File: config.mk
export PLATFORM = sky130hd
export DESIGN_NAME = rsa_crt_decrypt
export DESIGN_NICKNAME = d
export VERILOG_FILES = /design/src/rtl/rsa_crt_decrypt.sv
export SDC_FILE = /design/constraint.sdc
export NUM_CORES = 1
export LEC_CHECK = 0
export ABC_AREA = 1
export CAP_MARGIN = 40
export CORE_AREA = 2 2 127 129
export DETAILED_ROUTE_END_ITERATION = 10
export DIE_AREA = 0 0 129 131
export PLACE_DENSITY_LB_ADDON = 0.3
export SLEW_MARGIN = 25
export SYNTH_ARGS = -nofsm -noshare
export SYNTH_HDL_FRONTEND = slang
export SYNTH_SLANG_ARGS = --single-unit
File: constraint.sdc
create_clock -name clk -period 11.95 [get_ports clk]
set_input_delay 2.9875 -clock clk [delete_from_list [all_inputs] [get_ports clk]]
set_output_delay 2.9875 -clock clk [all_outputs]
set_load 0.02 [all_outputs]
File: src/rtl/rsa_crt_decrypt.sv
// rsa_crt_decrypt: RSA decryption with the Chinese Remainder Theorem, m = c^d mod p*q.
// The fixed-latency sequence is:
//   reduce c by p, reduce c by q,
//   constant-time exponentiation mod p and mod q,
//   Garner recombination.
// Ports:
//   clk, rst         - clock (rising edge), asynchronous active-low reset
//   start            - request, sampled only in IDLE
//   c                - ciphertext (2*P_BIT), c < p*q
//   p, q             - odd primes (P_BIT each), p > q
//   dp, dq, qinv     - CRT private exponents and q^-1 mod p (P_BIT each)
//   busy             - operation in progress (including the DONE cycle)
//   done             - one-cycle pulse when m is updated
//   m                - plaintext (2*P_BIT), held until the next result
module rsa_crt_decrypt #(
  parameter int unsigned P_BIT = 4
) (
  input  logic                 clk,
  input  logic                 rst,
  input  logic                 start,
  input  logic [2*P_BIT-1:0]   c,
  input  logic [P_BIT-1:0]     p,
  input  logic [P_BIT-1:0]     q,
  input  logic [P_BIT-1:0]     dp,
  input  logic [P_BIT-1:0]     dq,
  input  logic [P_BIT-1:0]     qinv,
  output logic                 busy,
  output logic                 done,
  output logic [2*P_BIT-1:0]   m
);

  localparam int unsigned W  = 2 * P_BIT;
  localparam int unsigned RW = P_BIT + 1;
  localparam int unsigned MW = P_BIT + 2;
  localparam int unsigned CW = $clog2(2 * P_BIT);
  localparam int unsigned EW = (P_BIT > 1) ? $clog2(P_BIT) : 1;
  localparam logic [P_BIT-1:0] P_MSB = P_BIT'(1) << (P_BIT - 1);
  localparam logic [W-1:0]     W_MSB = W'(1) << (W - 1);

  typedef enum logic [3:0] {
    S_IDLE, S_RED_P, S_RED_Q, S_EXP_P, S_EXP_Q, S_SUB, S_HMUL, S_COMB, S_DONE
  } state_t;

  state_t state_q, state_d;

  // Captured operands
  logic [W-1:0]     c_r;
  logic [P_BIT-1:0] p_r, q_r, dp_r, dq_r, qinv_r;

  // Datapath state
  logic [CW-1:0]    cnt;      // bit index within a reduction / multiply
  logic [EW-1:0]    ebit;     // exponent bit index, MSB first
  logic             phase;    // 0: squaring, 1: multiply by base
  logic [P_BIT-1:0] rem;
  logic [MW-1:0]    acc;
  logic [P_BIT-1:0] x;        // exponentiation accumulator
  logic [P_BIT-1:0] cp, cq, mp, mq, dlt, h;
  logic [W-1:0]     m_acc;

  // Control flags
  logic last_red, last_mm, last_bit;

  assign last_red = (cnt == CW'(W - 1));
  assign last_mm  = (cnt == CW'(P_BIT - 1));
  assign last_bit = (ebit == EW'(P_BIT - 1));

  // Restoring reduction step: shift in the next bit of c, subtract the modulus if it fits
  logic [P_BIT-1:0] red_mod;
  logic             c_bit;
  logic [RW-1:0]    rem_sh;
  logic [P_BIT-1:0] rem_nxt;

  always_comb begin
    red_mod = (state_q == S_RED_Q) ? q_r : p_r;
    c_bit   = |(c_r & (W_MSB >> cnt));
    rem_sh  = {rem, c_bit};
    rem_nxt = P_BIT'((rem_sh >= RW'(red_mod)) ? (rem_sh - RW'(red_mod)) : rem_sh);
  end

  // Shared interleaved modular multiply step: acc = 2*acc + b_i*a, then up to two subtractions
  logic [P_BIT-1:0] mm_a, mm_b, mm_n;
  logic             mm_bit;
  logic [MW-1:0]    mm_t0, mm_t1, mm_t2;
  logic [P_BIT-1:0] mm_res;

  always_comb begin
    mm_a = '0;
    mm_b = '0;
    mm_n = '0;
    case (state_q)
      S_EXP_P: begin
        mm_a = x;
        mm_b = phase ? cp : x;
        mm_n = p_r;
      end
      S_EXP_Q: begin
        mm_a = x;
        mm_b = phase ? cq : x;
        mm_n = q_r;
      end
      S_HMUL: begin
        mm_a = dlt;
        mm_b = qinv_r;
        mm_n = p_r;
      end
      default: ;
    endcase
    mm_bit = |(mm_b & (P_MSB >> cnt));
    mm_t0  = (acc << 1) + (mm_bit ? MW'(mm_a) : MW'(0));
    mm_t1  = (mm_t0 >= MW'(mm_n)) ? (mm_t0 - MW'(mm_n)) : mm_t0;
    mm_t2  = (mm_t1 >= MW'(mm_n)) ? (mm_t1 - MW'(mm_n)) : mm_t1;
    mm_res = P_BIT'(mm_t2);
  end

  // Current exponent bit; the product is kept only when it is set
  logic [P_BIT-1:0] e_op;
  logic             e_bit;

  always_comb begin
    e_op  = (state_q == S_EXP_Q) ? dq_r : dp_r;
    e_bit = |(e_op & (P_MSB >> ebit));
  end

  // Garner difference; wraps mod 2^P_BIT harmlessly since the true result is < p
  logic [P_BIT-1:0] dlt_nxt;
  assign dlt_nxt = (mp >= mq) ? (mp - mq) : (mp + p_r - mq);

  // Recombination: add q shifted by the weight of the current bit of h
  logic          h_bit;
  logic [W-1:0]  comb_add, m_acc_nxt;

  always_comb begin
    h_bit     = |(h & (P_MSB >> cnt));
    comb_add  = h_bit ? (W'(q_r) << (CW'(P_BIT - 1) - cnt)) : W'(0);
    m_acc_nxt = m_acc + comb_add;
  end

  // State register
  always_ff @(posedge clk or negedge rst) begin
    if (!rst) state_q <= S_IDLE;
    else      state_q <= state_d;
  end

  // Next-state logic
  always_comb begin
    state_d = state_q;
    case (state_q)
      S_IDLE:  if (start)                      state_d = S_RED_P;
      S_RED_P: if (last_red)                   state_d = S_RED_Q;
      S_RED_Q: if (last_red)                   state_d = S_EXP_P;
      S_EXP_P: if (last_mm && phase && last_bit) state_d = S_EXP_Q;
      S_EXP_Q: if (last_mm && phase && last_bit) state_d = S_SUB;
      S_SUB:                                   state_d = S_HMUL;
      S_HMUL:  if (last_mm)                    state_d = S_COMB;
      S_COMB:  if (last_mm)                    state_d = S_DONE;
      S_DONE:                                  state_d = S_IDLE;
      default:                                 state_d = S_IDLE;
    endcase
  end

  // Datapath registers
  always_ff @(posedge clk or negedge rst) begin
    if (!rst) begin
      c_r    <= '0;
      p_r    <= '0;
      q_r    <= '0;
      dp_r   <= '0;
      dq_r   <= '0;
      qinv_r <= '0;
      cnt    <= '0;
      ebit   <= '0;
      phase  <= 1'b0;
      rem    <= '0;
      acc    <= '0;
      x      <= '0;
      cp     <= '0;
      cq     <= '0;
      mp     <= '0;
      mq     <= '0;
      dlt    <= '0;
      h      <= '0;
      m_acc  <= '0;
    end else begin
      case (state_q)
        S_IDLE: begin
          if (start) begin
            c_r    <= c;
            p_r    <= p;
            q_r    <= q;
            dp_r   <= dp;
            dq_r   <= dq;
            qinv_r <= qinv;
            cnt    <= '0;
            rem    <= '0;
          end
        end
        S_RED_P, S_RED_Q: begin
          if (last_red) begin
            cnt <= '0;
            rem <= '0;
            if (state_q == S_RED_P) begin
              cp <= rem_nxt;
            end else begin
              cq    <= rem_nxt;
              x     <= P_BIT'(1);
              acc   <= '0;
              phase <= 1'b0;
              ebit  <= '0;
            end
          end else begin
            cnt <= cnt + CW'(1);
            rem <= rem_nxt;
          end
        end
        S_EXP_P, S_EXP_Q: begin
          if (last_mm) begin
            cnt <= '0;
            acc <= '0;
            if (!phase) begin
              x     <= mm_res;
              phase <= 1'b1;
            end else begin
              phase <= 1'b0;
              if (last_bit) begin
                // Finished this exponentiation; restart the accumulator for the next one
                ebit <= '0;
                x    <= P_BIT'(1);
                if (state_q == S_EXP_P) mp <= e_bit ? mm_res : x;
                else                    mq <= e_bit ? mm_res : x;
              end else begin
                ebit <= ebit + EW'(1);
                if (e_bit) x <= mm_res;
              end
            end
          end else begin
            cnt <= cnt + CW'(1);
            acc <= mm_t2;
          end
        end
        S_SUB: begin
          dlt   <= dlt_nxt;
          m_acc <= W'(mq);
          cnt   <= '0;
          acc   <= '0;
        end
        S_HMUL: begin
          if (last_mm) begin
            h   <= mm_res;
            cnt <= '0;
            acc <= '0;
          end else begin
            cnt <= cnt + CW'(1);
            acc <= mm_t2;
          end
        end
        S_COMB: begin
          m_acc <= m_acc_nxt;
          cnt   <= last_mm ? CW'(0) : (cnt + CW'(1));
        end
        default: ;
      endcase
    end
  end

  // Registered outputs; m and done update on the edge that enters DONE
  always_ff @(posedge clk or negedge rst) begin
    if (!rst) begin
      busy <= 1'b0;
      done <= 1'b0;
      m    <= '0;
    end else begin
      busy <= (state_d != S_IDLE);
      done <= (state_d == S_DONE);
      if (state_q == S_COMB && state_d == S_DONE) m <= m_acc_nxt;
    end
  end

endmodule
# Yosys cells after proc, flatten, opt, wreduce, memory -nomap -nowiden
# Cells that the tools add are included.
[op_classes] addsub=11 mul=0 div_mod_pow=0 order_cmp=4 n_eq_ne=16 shifts=4 n_mux=51 bitwise_logic=6 reduce_logical=30
[ops] cell="2-to-1 mux 4 bit" count=22
[ops] cell="one-hot mux 4 bit (2 select lines)" count=4
[ops] cell="one-hot mux 4 bit (8 select lines)" count=1
[ops] cell="2-to-1 mux 5 bit" count=4
[ops] cell="== test 4 x 3 -> 1 bit (second input constant)" count=4
[ops] cell="one-hot mux 8 bit (2 select lines)" count=1
[ops] cell="OR reduction 4 bit" count=4
[ops] cell="one-hot mux 5 bit (3 select lines)" count=1
[ops] cell="AND reduction 5 bit" count=3
[ops] cell="AND 4 bit" count=3
[ops] cell=">= comparator 6 x 4 -> 1 bit" count=2
[ops] cell="one-hot mux 3 bit (4 select lines)" count=1
[ops] cell="one-hot mux 4 bit (3 select lines)" count=1
[ops] cell="subtractor 4 bit" count=3
[ops] cell="2-to-1 mux 2 bit" count=5
[ops] cell="2-to-1 mux 3 bit" count=3
[ops] cell="AND reduction 3 bit" count=3
[ops] cell="adder 8 bit" count=1
[ops] cell="AND 8 bit" count=1
[ops] cell="== test 4 x 2 -> 1 bit (second input constant)" count=2
[ops] cell="2-to-1 mux 8 bit" count=1
[ops] cell="AND reduction 2 bit" count=4
[ops] cell="nonzero test 4 bit" count=2
[ops] cell="OR reduction 8 bit" count=1
[ops] cell="32 further kinds" count=45
[word_totals] regBits=93 latch_bits=0 mem_bits_rw=0 mem_bits_ro=0 input_bits=31 output_inout_bits=10 wordCells=145 mem_count=0

# Logic depth before layout (Yosys ltp)
[logic_depth] word_depth=15 ltp_mapped=34 depth_no_buf=34

# Worst setup path after synthesis
# Ideal clock, no wire load.
[synth_timing] path_kind="register to register" from="register cnt[2]" to="register x[2]" setup_ps=117 arrival_time_ps=4793 t_required_ps=11833 slack_ps=7041 stages_incl_launch_ff=28 path_buffers=2 synth_period_minus_slack_ps=4909 cell_sequence="dfrtp_1 > clkbuf_1 > inv_1 > buf_2 > ha_1 > o21ai_1 > nand2_1 > nor2_1 > nor2_1 > ha_1 > fa_1 > xor2_2 > ha_1 > a21oi_1 > nor3b_2 > nand3_4 > o21ai_2 > inv_1 > fa_1 > o31ai_1 > inv_1 > nand2_2 > nor2_4 > or2_1 > nand3_1 > nand2_1 > nand2_1 > nand2_1"
[synth_via] elab_chain_len=14 word_cells_on_any_way=21 cone_classes="add/sub (3); order compare (2); eq/ne (4); shift (1); mux (8); bitwise (1); reduce/logical (2)"
[synth_lines] element="start, declared" line="51" text="logic [CW-1:0] cnt;"
[synth_lines] element="start signal, assigned" line="211" text="cnt <= cnt + CW'(1);"
[synth_lines] element="start signal, assigned" line="236" text="cnt <= cnt + CW'(1);"
[synth_lines] element="start signal, assigned" line="252" text="cnt <= cnt + CW'(1);"
[synth_lines] element=">> shifter 4 x 3 -> 4 bit" line="108" text="mm_bit = |(mm_b & (P_MSB >> cnt));"
[synth_lines] element="AND 4 bit" line="108"
[synth_lines] element="OR reduction 4 bit" line="108"
[synth_lines] element="2-to-1 mux 4 bit" line="109" text="mm_t0 = (acc << 1) + (mm_bit ? MW'(mm_a) : MW'(0));"
[synth_lines] element="adder 6 x 4 -> 6 bit" line="109"
[synth_lines] element="subtractor 6 x 4 -> 6 bit / >= comparator 6 x 4 -> 1 bit (equally long branches)" line="110" text="mm_t1 = (mm_t0 >= MW'(mm_n)) ? (mm_t0 - MW'(mm_n)) : mm_t0;"
[synth_lines] element="2-to-1 mux 6 bit" line="110"
[synth_lines] element="subtractor 5 x 4 -> 5 bit / >= comparator 6 x 4 -> 1 bit (equally long branches)" line="111" text="mm_t2 = (mm_t1 >= MW'(mm_n)) ? (mm_t1 - MW'(mm_n)) : mm_t1;"
[synth_lines] element="2-to-1 mux 5 bit" line="111"
[synth_lines] element="2-to-1 mux 4 bit" line="232" text="if (e_bit) x <= mm_res;"
[synth_lines] element="2-to-1 mux 4 bit" line="224" text="if (last_bit) begin"
[synth_lines] element="2-to-1 mux 4 bit" line="219" text="if (!phase) begin"
[synth_lines] element="2-to-1 mux 4 bit" line="216" text="if (last_mm) begin"
[synth_lines] element="one-hot mux 4 bit (2 select lines)" line="184" text="case (state_q)"
[synth_lines] element="end signal, assigned" line="220" text="x <= mm_res;"
[synth_lines] element="end signal, assigned" line="232"
[synth_lines] element="end, declared" line="56" text="logic [P_BIT-1:0] x;"
# Several ways; a longest one is shown, not always the timed one. The select of a mux whose other input is x is not followed.
# A chain may end at the register's enable or synchronous reset.

# Worst setup path after layout
[layout_timing] from="register cnt[2]" to="register mq[1]"
[layout_via] elab_chain_len=10 word_cells_on_any_way=14 cone_classes="add/sub (3); order compare (2); eq/ne (1); shift (1); mux (4); bitwise (1); reduce/logical (2)"
[layout_lines] element=">> shifter 4 x 3 -> 4 bit" line="108"
[layout_lines] element="AND 4 bit" line="108"
[layout_lines] element="OR reduction 4 bit" line="108"
[layout_lines] element="2-to-1 mux 4 bit" line="109"
[layout_lines] element="adder 6 x 4 -> 6 bit" line="109"
[layout_lines] element="subtractor 6 x 4 -> 6 bit / >= comparator 6 x 4 -> 1 bit (equally long branches)" line="110"
[layout_lines] element="2-to-1 mux 6 bit" line="110"
[layout_lines] element="subtractor 5 x 4 -> 5 bit / >= comparator 6 x 4 -> 1 bit (equally long branches)" line="111"
[layout_lines] element="2-to-1 mux 5 bit" line="111"
[layout_lines] element="2-to-1 mux 4 bit"
[layout_lines] element="end signal, assigned" line="229" text="else mq <= e_bit ? mm_res : x;"
[layout_lines] element="end, declared" line="57" text="logic [P_BIT-1:0] cp, cq, mp, mq, dlt, h;"
# Several ways; a longest one is shown, not always the timed one.

==> results.yml <==
detailed_routing:
  firstDrtPassIters: 5
  via_count: 5171
  drt_wl_total_um: 15100
  detail_route.vias_per_cell: 4.95
  wl_per_cell_um: 14.5
  antenna_left: 0
  drt-initial-drc-count: 405
  drc_errors: 0
pwr:
  swShare_pct: 21.5
  power_frac_seq_pct: 51.9
  p_switching_uw: 131
  p_clk_share_pct: 45.3
  comb_power_share_pct: 2.8
  p_int_uw: 476
  power_density_nw_per_um2: 86.6
  ir_worst_vdd_mv: 0.0680
  p_leak_uw: 0.00359
logic_synthesis:
  synth_fa_ha_area_share_pct: 11.0
  yosys.area_share.simple_pct: 26.6
  synth_cell_type_count: 52
  syn_nets: 861
  avgSynthCellArea_um2: 7.76
  yosysWarnings: 0
  ys_seq_area_share_pct: 38.3
  synth-xor-area-share_pct: 3.30
  mappedNetlistArea_um2: 6070
  synth.area.mux_share_pct: 0
  synth_cells: 782
  async_flop_share_pct: 100
  synth_top_family_by_area: "simple AND/OR/NAND/NOR gates"
  synth_edf_count: 0
  ys_ff_latch: 93
  synth_compound_area_share_pct: 13.7
  ys.flop_type: "dfrtp_1"
clocking:
  clk_root_buffer_cell: "clkbuf_16"
  holdBufCountCts: 0
  clk_path_buf_depth: 2
  postCtsSetupBuffers: 0
  htree_levels: 3
  clk_pin_slew_ns: 0.06
  clock-sinks: 93
  cts_resized: 0
  clk_latency_ns: 0.36
  cts_tree: "built"
  cts_made_buffers: 9
sta:
  max_freq_ghz: 0.181
  fin_crit_ns: 5.53
  tns_ns: 0
  slew_headroom_pct: 47.0
  hold_viol_final: 0
  skew_ns: 0.00556
  rsz0062_at_grt: "false"
  slew_violations: 0
  holdWs_ns: 0.476
  tightestPinTransition_ns: 0.790
  fin_crit_sh_pct: 46.3
  final-setup-viol-count: 0
layout:
  multiInputGateArea_um2: 3310
  nNetsFinal: 903
  n_fill_cell: 1562
  seqCellArea_um2: 2330
  drive_gt1_share_pct: 8.08
  diodes: 0
  syn_to_final_growth_pct: 15.5
floorplan:
  rows: 46
  die_y_um: 131
  dieArea_um2: 16900
  num_io_pins: 41
  coreArea_um2: 15600
  start_util_pct: 38.9
  die-width_um: 129
grt:
  grt-ovfl-total: 0
  antenna_found_initial: 0
  track_usage_pct: 19.3
  grt_pass1_wl_um: 25100
  grt_max_degree: 42
  grt_pass1_vias: 4983
setup_path:
  worstPathArrival_ns: 5.77
  crit_required_ns: 12.18
  critPathSlowestCell: "dfrtp_1"
  worstSetupPathType: "reg2reg"
  crit_buf_inv: 3
  cp-start-kind: "flop"
  cp_top_family: "adder cells"
  critPathMaxFanout: 11
  cp_slowest_stage_delay_ns: 0.51
  cp-end-kind: "flop"
job:
  cap_violations: 0
min_path:
  hold_path_class: "reg2reg"
placement:
  dp_hpwl_um: 11800
  portBuffers: 40
  gp_congestion: 0.860
status:
  status: "finished clean"
## cell usage in the layout, fill, tap and decap left out, types with 4 or more instances in the layout
cell type        count
nand2_4              6
a22oi_1              4
xor2_1              13
o21ai_1             13
o211ai_1             4
o22ai_1             10
nor2_1              43
clkdlybuf4s50_1     39
a21oi_1             23
xnor2_1              8
o21bai_1             5
inv_1               89
dfrtp_1             93
nor2_2               4
nand2_1            235
nand2_2             11
fa_1                 9
or2_2                4
inv_2                8
ha_1                39
o21ai_0             66
clkbuf_16            9
nor3_1               6
nand3_1             37
## cell usage after synthesis, types with 10 or more instances
| library cell | n | area, um2 |
|---|---|---|
| nand2_1 | 235 | 882 |
| dfrtp_1 | 93 | 2330 |
| inv_1 | 89 | 334 |
| o21ai_0 | 66 | 330 |
| nor2_1 | 43 | 161 |
| ha_1 | 39 | 488 |
| nand3_1 | 37 | 185 |
| a21oi_1 | 23 | 115 |
| o21ai_1 | 13 | 65.1 |
| xor2_1 | 13 | 114 |
| nand2_2 | 11 | 68.8 |
| o22ai_1 | 10 | 62.6 |
## final timing paths
check,from,to,slack [ns],cells after the start
hold / removal,m[2],m[2],0.48,2
setup / recovery,cnt[2],mq[1],6.42,25
setup reg to reg,cnt[2],mq[1],6.42,25
min in group asynchronous,rst,m[7],2.50,1
max in group asynchronous,rst,dq_r[3],8.44,3
hold reg to reg,m[2],m[2],0.48,2
## registers in the layout, indices dropped and copies added (netlist names), 5 cells and up
signal  flops
c_r         8
m           8
m_acc       8
acc         5
## cell type report
type	count	share of cell area (%)
Clock buffer	13	3.71
Clock inverter	3	0.286
Sequential cell	93	33.2
Multi-Input combinational cell	577	47.3
Tap cell	216	3.86
Timing Repair Buffer	44	6.34
Inverter	99	5.34
## tightest hold or removal path, stage by stage, from the launching register on
cell	delay, ns
dfrtp_1	0.34
nand2_1	0.06
nand2_1	0.05
## logic make-up (layout without fill, tap and decap cells)
kind of cell               Yosys count  after routing
AOI/OAI and AO/OA                  144            144
xor gates and xnor gates            22             22
adders and majority gates           48             48
buffers and inverters              112            159
DFF                                 93             93
and+or+nand+nor                    363            363
## stage by stage
step	instance area, um2	total power [uW]	instances	utilization [%]	setup slack (ns)
after floorplan	6070	321	782	-	7.04
after global placement	6700	337	1027	42.9	6.28
after detailed placement	6730	338	1029	43.1	6.50
after CTS	7010	616	1045	44.9	6.49
after global routing	7010	628	1045	44.9	5.94
final	7010	607	1045	44.9	6.42
## power groups by stage
stage	sequential, uW	clock (uW)	combinational (uW)
2_1_floorplan	321	0	0.00206
3_3_place_gp	321	0	16.8
3_5_place_dp	321	0	17.6
4_1_cts	315	284	17.7
5_1_grt	314	294	19.1
6_report	315	275	17.0
## per-layer routing
layer | global-route usage (%) | wire, um | vias up | part of all wire (%)
met5 | 0 | 0 | - | 0
met4 | 5.82 | 267 | 0 | 1.8
met3 | 4.32 | 645 | 21 | 4.3
met2 | 31.7 | 6950 | 116 | 46
met1 | 25.5 | 7280 | 2406 | 48
li1 | - | - | 2628 | -
Note: power is estimated with default switching activity, not from simulation.
